===== config.mk =====
export PLATFORM = sky130hd
export DESIGN_NAME = tt_uio_arbiter
export DESIGN_NICKNAME = d
export VERILOG_FILES = /design/src/rtl/tt_uio_arbiter.sv
export SDC_FILE = /design/constraint.sdc
export NUM_CORES = 1
export LEC_CHECK = 0
export CAP_MARGIN = 20
export CORE_MARGIN = 5
export CORE_UTILIZATION = 40
export DETAILED_ROUTE_END_ITERATION = 12
export HOLD_SLACK_MARGIN = 0.15
export PLACE_DENSITY = 0.85
export SYNTH_ARGS = -nofsm -noshare
export SYNTH_HDL_FRONTEND = slang
export SYNTH_SLANG_ARGS = --single-unit

===== constraint.sdc =====
create_clock -name clk -period 6.65 [get_ports clk]
set_clock_uncertainty 0.2 [all_clocks]
set_input_delay 1.6625 -clock clk [delete_from_list [all_inputs] [get_ports clk]]
set_output_delay 1.6625 -clock clk [all_outputs]
set_load 0.01 [all_outputs]

===== src/rtl/tt_uio_arbiter.sv =====
// Two-requester round-robin burst arbiter that shares the 8-bit uio bidirectional pins.
// Optional macro UIO_ARB_TURNAROUND_EN inserts a one-cycle TURN state on a bus direction change.
module tt_uio_arbiter #(
   parameter int LW = 4
) (
   input  logic          clk,
   input  logic          rst,
   input  logic          ena,
   input  logic [1:0]    req,
   input  logic [1:0]    dir,
   input  logic [LW-1:0] len0,
   input  logic [LW-1:0] len1,
   input  logic [7:0]    wdata0,
   input  logic [7:0]    wdata1,
   input  logic [7:0]    uio_in,
   output logic [7:0]    uio_out,
   output logic [7:0]    uio_oe,
   output logic [1:0]    gnt,
   output logic [1:0]    beat,
   output logic [7:0]    rdata,
   output logic          rvalid,
   output logic [1:0]    done,
   output logic          busy
);

`ifdef UIO_ARB_TURNAROUND_EN
   typedef enum logic [1:0] {ST_IDLE = 2'd0, ST_TURN = 2'd1, ST_BURST = 2'd2} state_t;
`else
   typedef enum logic [1:0] {ST_IDLE = 2'd0, ST_BURST = 2'd2} state_t;
`endif

   state_t        r_state;
   state_t        w_next;
   logic [1:0]    r_gnt;
   logic          r_dir;
   logic [LW-1:0] r_cnt;
   logic          r_ptr;
   logic [7:0]    r_rdata;
   logic          r_rvalid;
   logic [1:0]    r_done;
   logic          w_win;
   logic          w_in_burst;
   logic          w_drive;
`ifdef UIO_ARB_TURNAROUND_EN
   logic          r_lastdir;
`endif

   // Round-robin winner: a lone requester wins outright, a tie goes to the pointer holder.
   always_comb begin
      w_win = r_ptr;
      case (req)
         2'b01:   w_win = 1'b0;
         2'b10:   w_win = 1'b1;
         2'b11:   w_win = r_ptr;
         default: w_win = r_ptr;
      endcase
   end

   // Next-state logic.
   always_comb begin
      w_next = r_state;
      case (r_state)
         ST_IDLE: begin
            if (req != 2'b00) begin
`ifdef UIO_ARB_TURNAROUND_EN
               if (dir[w_win] != r_lastdir) begin
                  w_next = ST_TURN;
               end else begin
                  w_next = ST_BURST;
               end
`else
               w_next = ST_BURST;
`endif
            end else begin
               w_next = ST_IDLE;
            end
         end
`ifdef UIO_ARB_TURNAROUND_EN
         ST_TURN: w_next = ST_BURST;
`endif
         ST_BURST: begin
            if (r_cnt == {LW{1'b0}}) begin
               w_next = ST_IDLE;
            end else begin
               w_next = ST_BURST;
            end
         end
         default: w_next = ST_IDLE;
      endcase
   end

   // State register; ena low freezes it.
   always_ff @(posedge clk) begin
      if (rst) begin
         r_state <= ST_IDLE;
      end else if (ena) begin
         r_state <= w_next;
      end
   end

   // Grant capture, beat counter, read sampling and completion pulses.
   always_ff @(posedge clk) begin
      if (rst) begin
         r_gnt    <= 2'b00;
         r_dir    <= 1'b0;
         r_cnt    <= {LW{1'b0}};
         r_ptr    <= 1'b0;
         r_rdata  <= 8'h00;
         r_rvalid <= 1'b0;
         r_done   <= 2'b00;
      end else if (ena) begin
         r_rvalid <= 1'b0;
         r_done   <= 2'b00;
         case (r_state)
            ST_IDLE: begin
               if (req != 2'b00) begin
                  r_gnt <= w_win ? 2'b10 : 2'b01;
                  r_dir <= dir[w_win];
                  r_cnt <= w_win ? len1 : len0;
                  r_ptr <= ~w_win;
               end
            end
            ST_BURST: begin
               if (!r_dir) begin
                  r_rdata  <= uio_in;
                  r_rvalid <= 1'b1;
               end
               if (r_cnt == {LW{1'b0}}) begin
                  r_done <= r_gnt;
                  r_gnt  <= 2'b00;
               end else begin
                  r_cnt <= r_cnt - LW'(1);
               end
            end
            default: ;
         endcase
      end
   end

`ifdef UIO_ARB_TURNAROUND_EN
   // Leaving TURN is the only entry to BURST that can change the bus direction.
   always_ff @(posedge clk) begin
      if (rst) begin
         r_lastdir <= 1'b0;
      end else if (ena && (r_state == ST_TURN)) begin
         r_lastdir <= r_dir;
      end
   end
`endif

   assign w_in_burst = (r_state == ST_BURST);
   assign w_drive    = w_in_burst && r_dir;
   assign gnt        = r_gnt;
   assign busy       = (r_state != ST_IDLE);
   assign beat       = (w_in_burst && ena) ? r_gnt : 2'b00;
   assign uio_oe     = w_drive ? 8'hFF : 8'h00;
   assign uio_out    = w_drive ? (r_gnt[1] ? wdata1 : wdata0) : 8'h00;
   assign rdata      = r_rdata;
   assign rvalid     = r_rvalid & ena;
   assign done       = r_done & {2{ena}};

endmodule


==> Yosys cells after proc, flatten, opt, wreduce, memory -nomap -nowiden <==
Cells that the tools add are included.
{ "word_totals": {"ff_bits": 21, "in_bits": 39, "output_inout_bits": 32, "wordCells": 53} }
{ "classes": {"add_sub_neg": 1, "n_lt_le_gt_ge": 1, "n_eq_ne": 6, "n_mux": 22, "bitwise": 4, "n_reduce_logical": 11} }
{ "ops": {"columns": ["cell", "n"], "rows": [
  ["2-to-1 mux 8 bit", 3],
  ["2-to-1 mux 2 bit", 8],
  ["2-to-1 mux 4 bit", 3],
  ["one-hot mux 2 bit (2 select lines)", 2],
  ["one-hot mux 4 bit (2 select lines)", 1],
  ["AND reduction 4 bit", 2],
  ["AND reduction 3 bit", 2],
  ["nonzero test 2 bit", 3],
  ["equality test 2 bit (second input constant)", 2],
  ["zero test 4 bit", 1],
  ["2-to-1 mux 1 bit", 4],
  ["!= test 2 bit (second input constant)", 2],
  ["subtractor 4 x 1 -> 4 bit (second input constant)", 1],
  ["bitwise AND 2 bit", 1],
  ["equality test 2 x 1 -> 1 bit (second input constant)", 1],
  ["logical AND 1 bit", 2],
  ["zero test 2 bit", 1],
  ["less-than comparator 1 x 2 -> 1 bit (second input constant)", 1],
  ["!= test 2 x 1 -> 1 bit (second input constant)", 1],
  ["NOT 1 bit", 2],
  ["one-hot mux 1 bit (2 select lines)", 1],
  ["bitwise AND 1 bit", 1]
]} }

==> Longest topological paths before layout <==
Gate-level depths: netlist of run 1.
{ "depth": {"word_depth": 5, "ltp_mapped": 6, "ltp_nobuf": 6} }

==> Worst setup path after synthesis of run 1 <==
No wires, ideal clock.
{ "synth_path": {"path_type": "input to output", "start": "input ena", "end": "output done[0]", "t_arrival_ns": 2.065, "required_time_ns": 4.787, "setup_slack_ns": 2.722, "cell_stages": 2, "n_path_buf": 1, "cell_sequence": "clkbuf_1 -> and2_1"} }
{ "synth_via": {"elab_chain_len": 1} }
{ "synth_rtl": {"columns": ["element", "line_no", "source"], "rows": [
  ["from (decl)", "8", "input logic ena,"],
  ["bitwise AND 2 bit", "160", "assign done = r_done & {2{ena}};"],
  ["to (decl)", "22", "output logic [1:0] done,"]
]} }
No other way between the ends.

==> Final worst setup path of run 1 <==
{ "layout_path": {"start": "input ena", "end": "output beat[0]"} }
{ "layout_via": {"elab_chain_len": 2} }
{ "layout_rtl": {"columns": ["element", "line_no", "source"], "rows": [
  ["logical AND 1 bit", "155", "assign beat = (w_in_burst && ena) ? r_gnt : 2'b00;"],
  ["2-to-1 mux 2 bit", "155", null],
  ["to (decl)", "19", "output logic [1:0] beat,"]
]} }
No other way between the ends.

==> qor.yml, run 1 <==
placed_design:
  portBuffers: 70
  gp_congestion: 0.814
  place_hpwl_um: 2660
  dp_slack_ns: 1.49
  place_area_um2: 1830
clocking:
  cts_buffer_depth: 2
  htreeDepth: 1
  cts_root_buf: "clkbuf_4"
  cts_hold_buf: 0
  cts_setup_buffers: 0
  cts_made_buffers: 3
  clk_pin_slew_ns: 0.11
  cts.sinks: 20
  cts_resized: 0
  clkLatencyLatePin_ns: 0.30
  cts_tree: "yes"
final_layout:
  layout.nets: 248
  drive_above_1_share: 0.0392
  regArea_um2: 400
  design_area_um2: 1850
  fill_cells: 238
  antennaDiodeCount: 0
  syn_to_final_growth_pct: 57.5
  multi_input_area_um2: 663
routing:
  vias_per_cell: 5.17
  routedWlPerCell_um: 14.0
  vias: 1214
  drt-initial-drc-count: 33
  dr.pass1.iters: 4
  totalWireLength_um: 3300
  drcViolationCount: 0
  ant_nets: 0
floorplan:
  core-area_um2: 2780
  start_util: 0.422
  die_w_um: 64.2
  die-height_um: 64.2
  dieArea_um2: 4120
  io_pins: 71
  fp-row-count: 19
setup_path:
  cp_data_arrival_time_ns: 3.30
  slowest_stage: "clkdlybuf4s50_1"
  setup.worst_path.class: "input pin to output pin"
  cp_slowest_stage_delay_ns: 0.80
  crit_chain: "clkdlybuf4s50_1, and3_1, clkdlybuf4s50_1"
  crit_fanout: 16
  cp-start-kind: "input pin"
  path_common_cell: "clkdlybuf4s50_1"
  reg2reg_depth: 4
  crit_required_ns: 4.79
  end_kind: "output pin"
sta:
  fin_ws_ns: 1.49
  final_max_slew_viol_count: 0
  slew_headroom: 0.497
  finalSetupViolations: 0
  rsz0062_at_grt: "false"
  tightest_slew_ns: 0.752
  finalHoldViolCount: 0
  fin_setup_tns_ns: 0
  fmax_mhz: 194
  finalCriticalPeriod_ns: 5.16
  fin_crit_sh: 0.776
power:
  p_sw_mw: 0.0774
  powerDensity_nw_per_um2: 149
  swShare: 0.282
  pwr-share-seq: 0.492
  power.leakage_nw: 0.691
  peakVddDrop_mv: 0.173
  p_comb_frac: 0.301
  power_frac_clock: 0.207
  intPower_mw: 0.197
yosys:
  synth_fp_nets: 187
  yosysTopAreaCellShare: 0.341
  yosys.area.top_type: "dfxtp_1"
  avgSynthCellArea_um2: 8.09
  ys_ff_latch: 20
  ys_warn_count: 0
  synth_seq_area_share: 0.341
  synth_area_um2: 1170
  netlist_instances: 145
  ys_types: 30
  synth.area.top_cells: "dfxtp_1 (34%), mux2i_1 (9.4%), nand2_1 (7.4%)"
grt:
  grt_pass1_wl_um: 5510
  grt_max_degree: 23
  antenna_found_initial: 0
  gr-usage-all-layers: 0.160
  grt_pass1_vias: 1160
  overflow: 0
worst_hold_path:
  min_path_type: "flip-flop to flip-flop"
  hold_depth: 2
job:
  cap_violations: 0
run_status:
  outcome: "completed"
-- synthesized netlist by cell type --
library cell and number:
nor2_1 16, o21ai_0 2, nor3b_1 1, mux2_4 1
nand2b_1 4, nor2b_1 4, nor4bb_1 1, nand2_1 23
a221oi_2 1, mux2i_4 1, o21ai_1 2, ha_1 3
nand4b_1 1, nand3b_4 1, mux2i_1 11, nand3b_1 2
a211oi_1 3, a211o_1 2, a31oi_1 1, or2_2 1
inv_1 6, o32a_1 1, clkbuf_1 4, and2_1 4
a21oi_1 15, dfxtp_1 20, nand3_1 2, buf_2 1
and3_1 2, buf_4 9
-- cell families (layout without fill, tap and decap cells) --
family | Yosys count | after routing | share of synthesized area
muxes | 13 | 13 | 0.126
buffers and inverters | 20 | 79 | 0.0938
AOI/OAI and AO/OA | 27 | 27 | 0.142
and+or+nand+nor | 62 | 62 | 0.265
DFF | 20 | 20 | 0.341
adders and majority gates | 3 | 3 | 0.0320
-- power groups by stage --
stage | registers (mW) | clock network, mW | logic, mW
2_1_floorplan | 0.136 | 0 | 0.0441
5_1_grt | 0.137 | 0.0650 | 0.0905
4_1_cts | 0.135 | 0.0582 | 0.0832
3_3_place_gp | 0.137 | 0 | 0.0795
3_5_place_dp | 0.138 | 0 | 0.0828
6_report | 0.135 | 0.0570 | 0.0826
-- state kept, by name, summed over array words and instances (netlist names) --
register and count:
r_done 2, rdata 8, r_cnt 4, r_ptr 1, r_state 1, gnt 2
r_rvalid 1, r_dir 1
-- path summary, 6_finish.rpt --
| kind | from | end | slack [ns] |
|---|---|---|---|
| worst min-delay path | rdata[1] | rdata[1] | 0.27 |
| worst max-delay path | ena | beat[0] | 1.49 |
| worst min register to register | rdata[1] | rdata[1] | 0.27 |
| worst max register to register | r_state[1] | r_cnt[3] | 4.76 |
-- area by class of cell --
class / count / share of cell area
flip-flops and latches: 20 / 0.217
clock buffers: 3 / 0.0122
well taps: 31 / 0.0210
repair buffers: 70 / 0.379
multi-input cells: 105 / 0.359
inverters: 6 / 0.0122
-- critical path: cells and delay by family --
family                 cells  cell delay (ns)
and+or+nand+nor            1             0.28
buffers and inverters      2             1.35
-- stage by stage --
stage / power [mW] / util / std cells / hold WS (ns)
final: 0.275 / 0.664 / 235 / 0.265
after global routing: 0.292 / 0.664 / 235 / 0.281
after detailed placement: 0.220 / 0.656 / 232 / 0.250
after floorplan: 0.180 / - / 145 / 0.246
after CTS: 0.276 / 0.664 / 235 / 0.265
after global placement: 0.217 / 0.656 / 232 / 0.242
-- routing by layer --
metal,part of all wire,track usage
met5,0,0
met1,0.41,0.186
met2,0.50,0.294
met3,0.080,0.0525
met4,0.0030,0.0153
-- placed cells by master, fill, tap and decap left out, types with 2 or more instances in the layout --
| cell | n |
|---|---|
| o21ai_0 | 2 |
| nand3b_1 | 2 |
| a211o_1 | 2 |
| a211oi_1 | 3 |
| nand2_1 | 23 |
| o21ai_1 | 2 |
| inv_1 | 6 |
| and2_1 | 4 |
| dfxtp_1 | 20 |
| clkbuf_4 | 3 |
| mux2i_1 | 11 |
| nand3_1 | 2 |
| and3_1 | 2 |
| nand2b_1 | 4 |
| clkdlybuf4s50_1 | 70 |
| ha_1 | 3 |
| a21oi_1 | 15 |
| nor2_1 | 16 |
| nor2b_1 | 4 |
No activity file was read; power rests on OpenSTA's default activity.
==> run 2: changes to the inputs <==
--- a/config.mk
+++ b/config.mk
@@ -7,10 +7,10 @@
 export LEC_CHECK = 0
 export CAP_MARGIN = 20
 export CORE_MARGIN = 5
-export CORE_UTILIZATION = 40
+export CORE_UTILIZATION = 33
 export DETAILED_ROUTE_END_ITERATION = 12
 export HOLD_SLACK_MARGIN = 0.15
-export PLACE_DENSITY = 0.85
+export PLACE_DENSITY = 0.75
 export SYNTH_ARGS = -nofsm -noshare
 export SYNTH_HDL_FRONTEND = slang
 export SYNTH_SLANG_ARGS = --single-unit
==> constraint.sdc (replaced) <==
create_clock -name clk -period 4.23 [get_ports clk]
set_clock_uncertainty 0.2 [all_clocks]
set_input_delay 1.0575 -clock clk [delete_from_list [all_inputs] [get_ports clk]]
set_output_delay 1.0575 -clock clk [all_outputs]
set_load 0.01 [all_outputs]
==> run 2 against run 1 <==
  * Register-to-register slack lost 2.4 ns
  * Hold slack lost 0.0062 ns
  * Count of clock-buffer cells in the layout is the same
  * Clock power grew to 2.8 times the previous value
  * Largest power group unchanged
==> qor.yml, run 2 (same netlist as run 1, synthesis figures left out) <==
floorplan:
  start_util: 0.346  # -0.0757
  dieArea_um2: 4850  # +18%
  fp-row-count: 21  # +2
  die-height_um: 69.6  # +8.5%
  die_w_um: 69.6  # +8.5%
  io_pins: 71  # unchanged
  core-area_um2: 3390  # +22%
final_layout:
  syn_to_final_growth_pct: 62.3
  multi_input_area_um2: 663  # unchanged
  layout.nets: 249  # +0.40%
  drive_above_1_share: 0.0485  # +0.00933
  antennaDiodeCount: 0  # unchanged
  final_cell_mix: "clkdlybuf4s50_1 (70), nand2_1 (23), dfxtp_1 (20), nor2_1 (16), a21oi_1 (15)"
  fin_util: 0.562  # -0.103
  fill_cells: 319  # +34%
  largest_register_ffs: 8  # unchanged
  regArea_um2: 400  # unchanged
  mostFrequentLayoutCell: "clkdlybuf4s50_1"
  instances_no_fill: 252  # +7.2%
  design_area_um2: 1900  # +3.0%
clocking:
  htreeDepth: 1  # unchanged
  cts.sinks: 20  # unchanged
  cts_setup_buffers: 0  # unchanged
  cts_made_buffers: 3  # unchanged
  cts_buffer_depth: 2  # unchanged
  cts_resized: 0  # unchanged
  clkLatencyLatePin_ns: 0.30  # about the same
  clk_pin_slew_ns: 0.12  # about the same
  cts_tree: "yes"
  cts_hold_buf: 0  # unchanged
  cts_root_buf: "clkbuf_4"
placed_design:
  dp_cells: 248  # +6.9%
  place_area_um2: 1850  # +1.4%
  dp_slack_ns: 0.532  # -0.961 ns
  place_hpwl_um: 2440  # -8.2%
  portBuffers: 70  # unchanged
  gp_congestion: 0.748  # -8.1%
sta:
  slew_headroom: 0.443  # -0.0545
  finalHoldViolCount: 0  # unchanged
  finalSetupViolations: 0  # unchanged
  rsz0062_at_grt: "false"
  fin_ws_ns: 0.535  # -0.957 ns
  hold_ws_ns: 0.259  # -0.00621 ns
  tightest_slew_ns: 0.833  # +0.0815 ns
  fin_setup_tns_ns: 0  # unchanged
  fmax_mhz: 271
  finalCriticalPeriod_ns: 3.69
  final_max_slew_viol_count: 0  # unchanged
  fin_crit_sh: 0.873
setup_path:
  path_buf_inv: 2  # unchanged
  setup.worst_path.class: "input pin to output pin"
  critPathTopFamily: "buffers and inverters"
  cp_data_arrival_time_ns: 2.44  # -0.86 ns
  crit_required_ns: 2.97  # -1.82 ns
  crit_chain: "clkdlybuf4s50_1, and3_1, clkdlybuf4s50_1"
  reg2reg_depth: 4  # unchanged
  end_kind: "output pin"
  slowest_stage: "clkdlybuf4s50_1"
  crit_fanout: 8  # -8
  cp_slowest_stage_delay_ns: 0.61  # -0.19 ns
  cp-start-kind: "input pin"
  r2r_start: "r_state[1]"
  reg2reg_slack_ns: 2.37  # -2.39 ns
  path_common_cell: "clkdlybuf4s50_1"
  regToRegEndpoint: "r_cnt[3]"
routing:
  vias_per_cell: 4.61  # -11%
  ant_nets: 0  # unchanged
  routedWlPerCell_um: 12.6  # -10%
  dr.pass1.iters: 4  # unchanged
  drcViolationCount: 0  # unchanged
  totalWireLength_um: 3170  # -4.0%
  drt-initial-drc-count: 18  # -45%
  vias: 1161  # -4.4%
power:
  powerDensity_nw_per_um2: 262  # +76%
  p_total_mw: 0.499  # +82%
  peakVddDrop_mv: 0.142  # -18%
  power.leakage_nw: 0.710  # +2.7%
grt:
  overflow: 0  # unchanged
  gr-usage-all-layers: 0.129  # -0.0315
  grt_pass1_wl_um: 5220  # -5.3%
  grt_pass1_vias: 1072  # -7.6%
  antenna_found_initial: 0  # unchanged
  grt_max_degree: 23  # unchanged
worst_hold_path:
  min_path_type: "flip-flop to flip-flop"
  min_to: "rdata[7]"
  hold_depth: 2  # unchanged
  worstHoldStart: "rdata[7]"
job:
  cap_violations: 0  # unchanged
run_status:
  outcome: "completed"
==> run 2: changes by cell type in the layout (fill, tap and decap cells not counted) <==
cell | before | now
buf_4 | 0 | 1
bufinv_16 | 0 | 1
==> run 2: per-layer routing <==
metal | up-vias | global-route usage | routed length [um]
met5 | - | 0 | 0
met2 | 51 | 0.211 | 1320
met3 | 4 | 0.0435 | 305
met1 | 502 | 0.161 | 1510
li1 | 604 | - | -
met4 | 0 | 0.0319 | 26
==> run 2: worst max path at each step <==
stage / start / cells after the start / to / slack (ns)
after floorplan: req[0] / 6 / r_cnt[2] / 1.51
after global placement: ena / 3 / beat[0] / 0.54
after detailed placement: ena / 3 / beat[0] / 0.53
after CTS: ena / 3 / beat[0] / 0.53
after global routing: ena / 3 / beat[1] / 0.48
final: ena / 3 / beat[0] / 0.54
==> run 2: worst reg2reg max path: stages, from the launching register on <==
cell and delay [ns]:
dfxtp_1 0.70, nor4bb_1 0.34, nand3b_4 0.24, o32a_1 0.17, a31oi_1 0.07
==> run 2: final cells by class <==
cell class / count / area share
Clock buffer: 3 / 0.0118
Inverter: 6 / 0.0118
Sequential cell: 20 / 0.210
Tap cell: 46 / 0.0302
Multi-Input combinational cell: 105 / 0.348
Timing Repair Buffer: 71 / 0.372
Clock inverter: 1 / 0.0158
==> run 2: report_power, final <==
part | switching, mW | internal (mW) | total [mW]
Combinational | 0.0510 | 0.0779 | 0.129
Sequential | 0.0128 | 0.199 | 0.212
Clock | 0.0622 | 0.0957 | 0.158
Total | 0.126 | 0.373 | 0.499
==> run 3: changes to the inputs <==
--- a/config.mk
+++ b/config.mk
@@ -11,6 +11,7 @@
 export DETAILED_ROUTE_END_ITERATION = 12
 export HOLD_SLACK_MARGIN = 0.15
 export PLACE_DENSITY = 0.75
+export SETUP_SLACK_MARGIN = 0.3
 export SYNTH_ARGS = -nofsm -noshare
 export SYNTH_HDL_FRONTEND = slang
 export SYNTH_SLANG_ARGS = --single-unit
==> constraint.sdc (replaced) <==
create_clock -name clk -period 3 [get_ports clk]
set_clock_uncertainty 0.2 [all_clocks]
set_input_delay 0.75 -clock clk [delete_from_list [all_inputs] [get_ports clk]]
set_output_delay 0.75 -clock clk [all_outputs]
set_load 0.01 [all_outputs]
==> run 3 against run 2 <==
  * Core utilization rose by 0.44 points
  * Final area grew 0.79%
  * Critical path depth stayed put
  * Global-route usage is essentially flat
  * Sequential power is 39% higher
  * Cell count rose by 2.0%
  * Power increased by 22%
  * Flip-flop and latch count unchanged
  * Combinational power rose by 50%
  * Critical endpoint is now rvalid
  * Largest cell class unchanged
==> qor.yml, run 3 (same netlist as run 1, synthesis figures left out) <==
run_status:
  outcome: "completed"
floorplan:
  core-area_um2: 3390  # unchanged
  dieArea_um2: 4850  # unchanged
  fp-row-count: 21  # unchanged
  die-height_um: 69.6  # unchanged
  io_pins: 71  # unchanged
  start_util: 0.346  # unchanged
  die_w_um: 69.6  # unchanged
clocking:
  cts_setup_buffers: 0  # unchanged
  clkLatencyLatePin_ns: 0.28  # -0.02 ns
  cts_root_buf: "clkbuf_4"
  cts.sinks: 20  # unchanged
  cts_buffer_depth: 2  # unchanged
  clk_pin_slew_ns: 0.10  # -0.02 ns
  htreeDepth: 1  # unchanged
  cts_hold_buf: 0  # unchanged
  cts_tree: "yes"
  cts_made_buffers: 3  # unchanged
sta:
  fmax_mhz: 382
  finalHoldViolCount: 0  # unchanged
  finalCriticalPeriod_ns: 2.62
  fin_crit_sh: 0.873
  final_max_slew_viol_count: 0  # unchanged
  rsz0062_at_grt: "false"
  fin_setup_tns_ns: 0  # unchanged
  finalSetupViolations: 0  # unchanged
  tightest_slew_ns: 0.500  # -0.333 ns
  slew_headroom: 0.665  # +0.222
worst_hold_path:
  min_to: "rdata[4]"
  hold_depth: 2  # unchanged
  worstHoldStart: "rdata[4]"
  min_path_type: "flip-flop to flip-flop"
routing:
  dr.pass1.iters: 4  # unchanged
  vias: 1182  # +1.8%
  vias_per_cell: 4.60  # -0.17%
  drt-initial-drc-count: 33  # +15
  drcViolationCount: 0  # unchanged
  routedWlPerCell_um: 12.0  # -4.3%
  ant_nets: 0  # unchanged
  totalWireLength_um: 3090  # -2.4%
setup_path:
  reg2reg_depth: 6  # +2
  r2r_start: "r_cnt[0]"
  crit_chain: "clkdlybuf4s15_2, and2_1, clkdlybuf4s50_1"
  setup.worst_path.class: "input pin to output pin"
  end_kind: "output pin"
  regToRegEndpoint: "r_cnt[3]"
  cp_data_arrival_time_ns: 1.67  # -0.77 ns
  reg2reg_slack_ns: 1.19  # -1.18 ns
  path_buf_inv: 2  # unchanged
  cp-start-kind: "input pin"
  critPathTopFamily: "buffers and inverters"
  crit_fanout: 7  # -1
  cp_slowest_stage_delay_ns: 0.54  # -0.07 ns
  slowest_stage: "clkdlybuf4s50_1"
  crit_required_ns: 2.05  # -0.92 ns
placed_design:
  gp_congestion: 0.794  # +6.2%
  place_area_um2: 1900  # +2.4%
  portBuffers: 70  # unchanged
  place_hpwl_um: 2510  # +2.6%
power:
  powerDensity_nw_per_um2: 316  # +21%
  peakVddDrop_mv: 0.165  # +16%
  power.leakage_nw: 0.801  # +13%
final_layout:
  mostFrequentLayoutCell: "clkdlybuf4s50_1"
  largest_register_ffs: 8  # unchanged
  drive_above_1_share: 0.0900  # +0.0415
  final_cell_mix: "clkdlybuf4s50_1 (59), nand2_1 (22), dfxtp_1 (19), nor2_1 (16), a21oi_1 (15)"
  layout.nets: 255  # +2.4%
  syn_to_final_growth_pct: 63.5
  antennaDiodeCount: 0  # unchanged
  design_area_um2: 1920  # +0.79%
job:
  cap_violations: 0  # unchanged
grt:
  gr-usage-all-layers: 0.128  # -0.000290
  grt_pass1_vias: 1091  # +1.8%
  overflow: 0  # unchanged
  antenna_found_initial: 0  # unchanged
  grt_pass1_wl_um: 5240  # +0.54%
  grt_max_degree: 17  # -26%
==> run 3: cell count changes in the layout (fill, tap and decap cells not counted), moves of 2 or more <==
cell,before,now
buf_4,1,7
dlygate4sd2_1,0,8
clkdlybuf4s50_1,70,59
dlymetal6s2s_1,0,2
==> run 3: tightest hold or removal path, stage by stage, from the launching register on <==
cell and delay (ns):
dfxtp_1 0.32, nand2_1 0.05, a21oi_1 0.05
==> run 3: worst max path at each step <==
stage,start,end,slack (ns),depth (start not counted)
floorplan,req[0],r_cnt[2],0.59,6
detailed placement,ena,beat[0],-0.08,3
CTS,gnt[1],beat[1],0.26,2
global route,wdata0[0],uio_out[0],0.31,4
global placement,ena,beat[0],-0.05,3
finish,ena,rvalid,0.38,3
==> run 3: what timing repair did <==
item                       4_1_cts  5_1_grt
gates cloned                     0        0
setup endpoints to repair       13       12
gates resized for setup         11        5
==> run 3: per-layer routing <==
| metal | track usage | vias up | routed length [um] |
|---|---|---|---|
| li1 | - | 618 | - |
| met1 | 0.166 | 511 | 1440 |
| met2 | 0.208 | 51 | 1320 |
| met3 | 0.0435 | 2 | 313 |
| met4 | 0.0255 | 0 | 10 |
| met5 | 0 | - | 0 |
==> run 3: where the power goes <==
part / leakage (nW) / internal (mW) / total [mW] / switching (mW)
logic: 0.623 / 0.114 / 0.193 / 0.0784
registers: 0.164 / 0.281 / 0.295 / 0.0134
clock network: 0.0138 / 0.0465 / 0.119 / 0.0727
total: 0.801 / 0.442 / 0.607 / 0.164
==> run 3: final cells by class <==
cell class / instances / area (um^2)
clock buffer: 3 / 22.5
fill: 316 / 1470
inverter: 6 / 22.5
multi-input combinational: 105 / 666
sequential: 20 / 402
tap: 46 / 57.6
timing repair buffer: 77 / 749
==> run 3: through the flow <==
stage | setup slack [ns] | util | cells | hold slack [ns] | power, mW
after global placement | -0.0515 | 0.560 | 254 | 0.242 | 0.495
after CTS | 0.262 | 0.564 | 257 | 0.264 | 0.615
after global routing | 0.307 | 0.566 | 257 | 0.279 | 0.649
after floorplan | 0.589 | - | 145 | 0.246 | 0.398
after detailed placement | -0.0784 | 0.560 | 254 | 0.250 | 0.496
final | 0.381 | 0.566 | 257 | 0.260 | 0.607
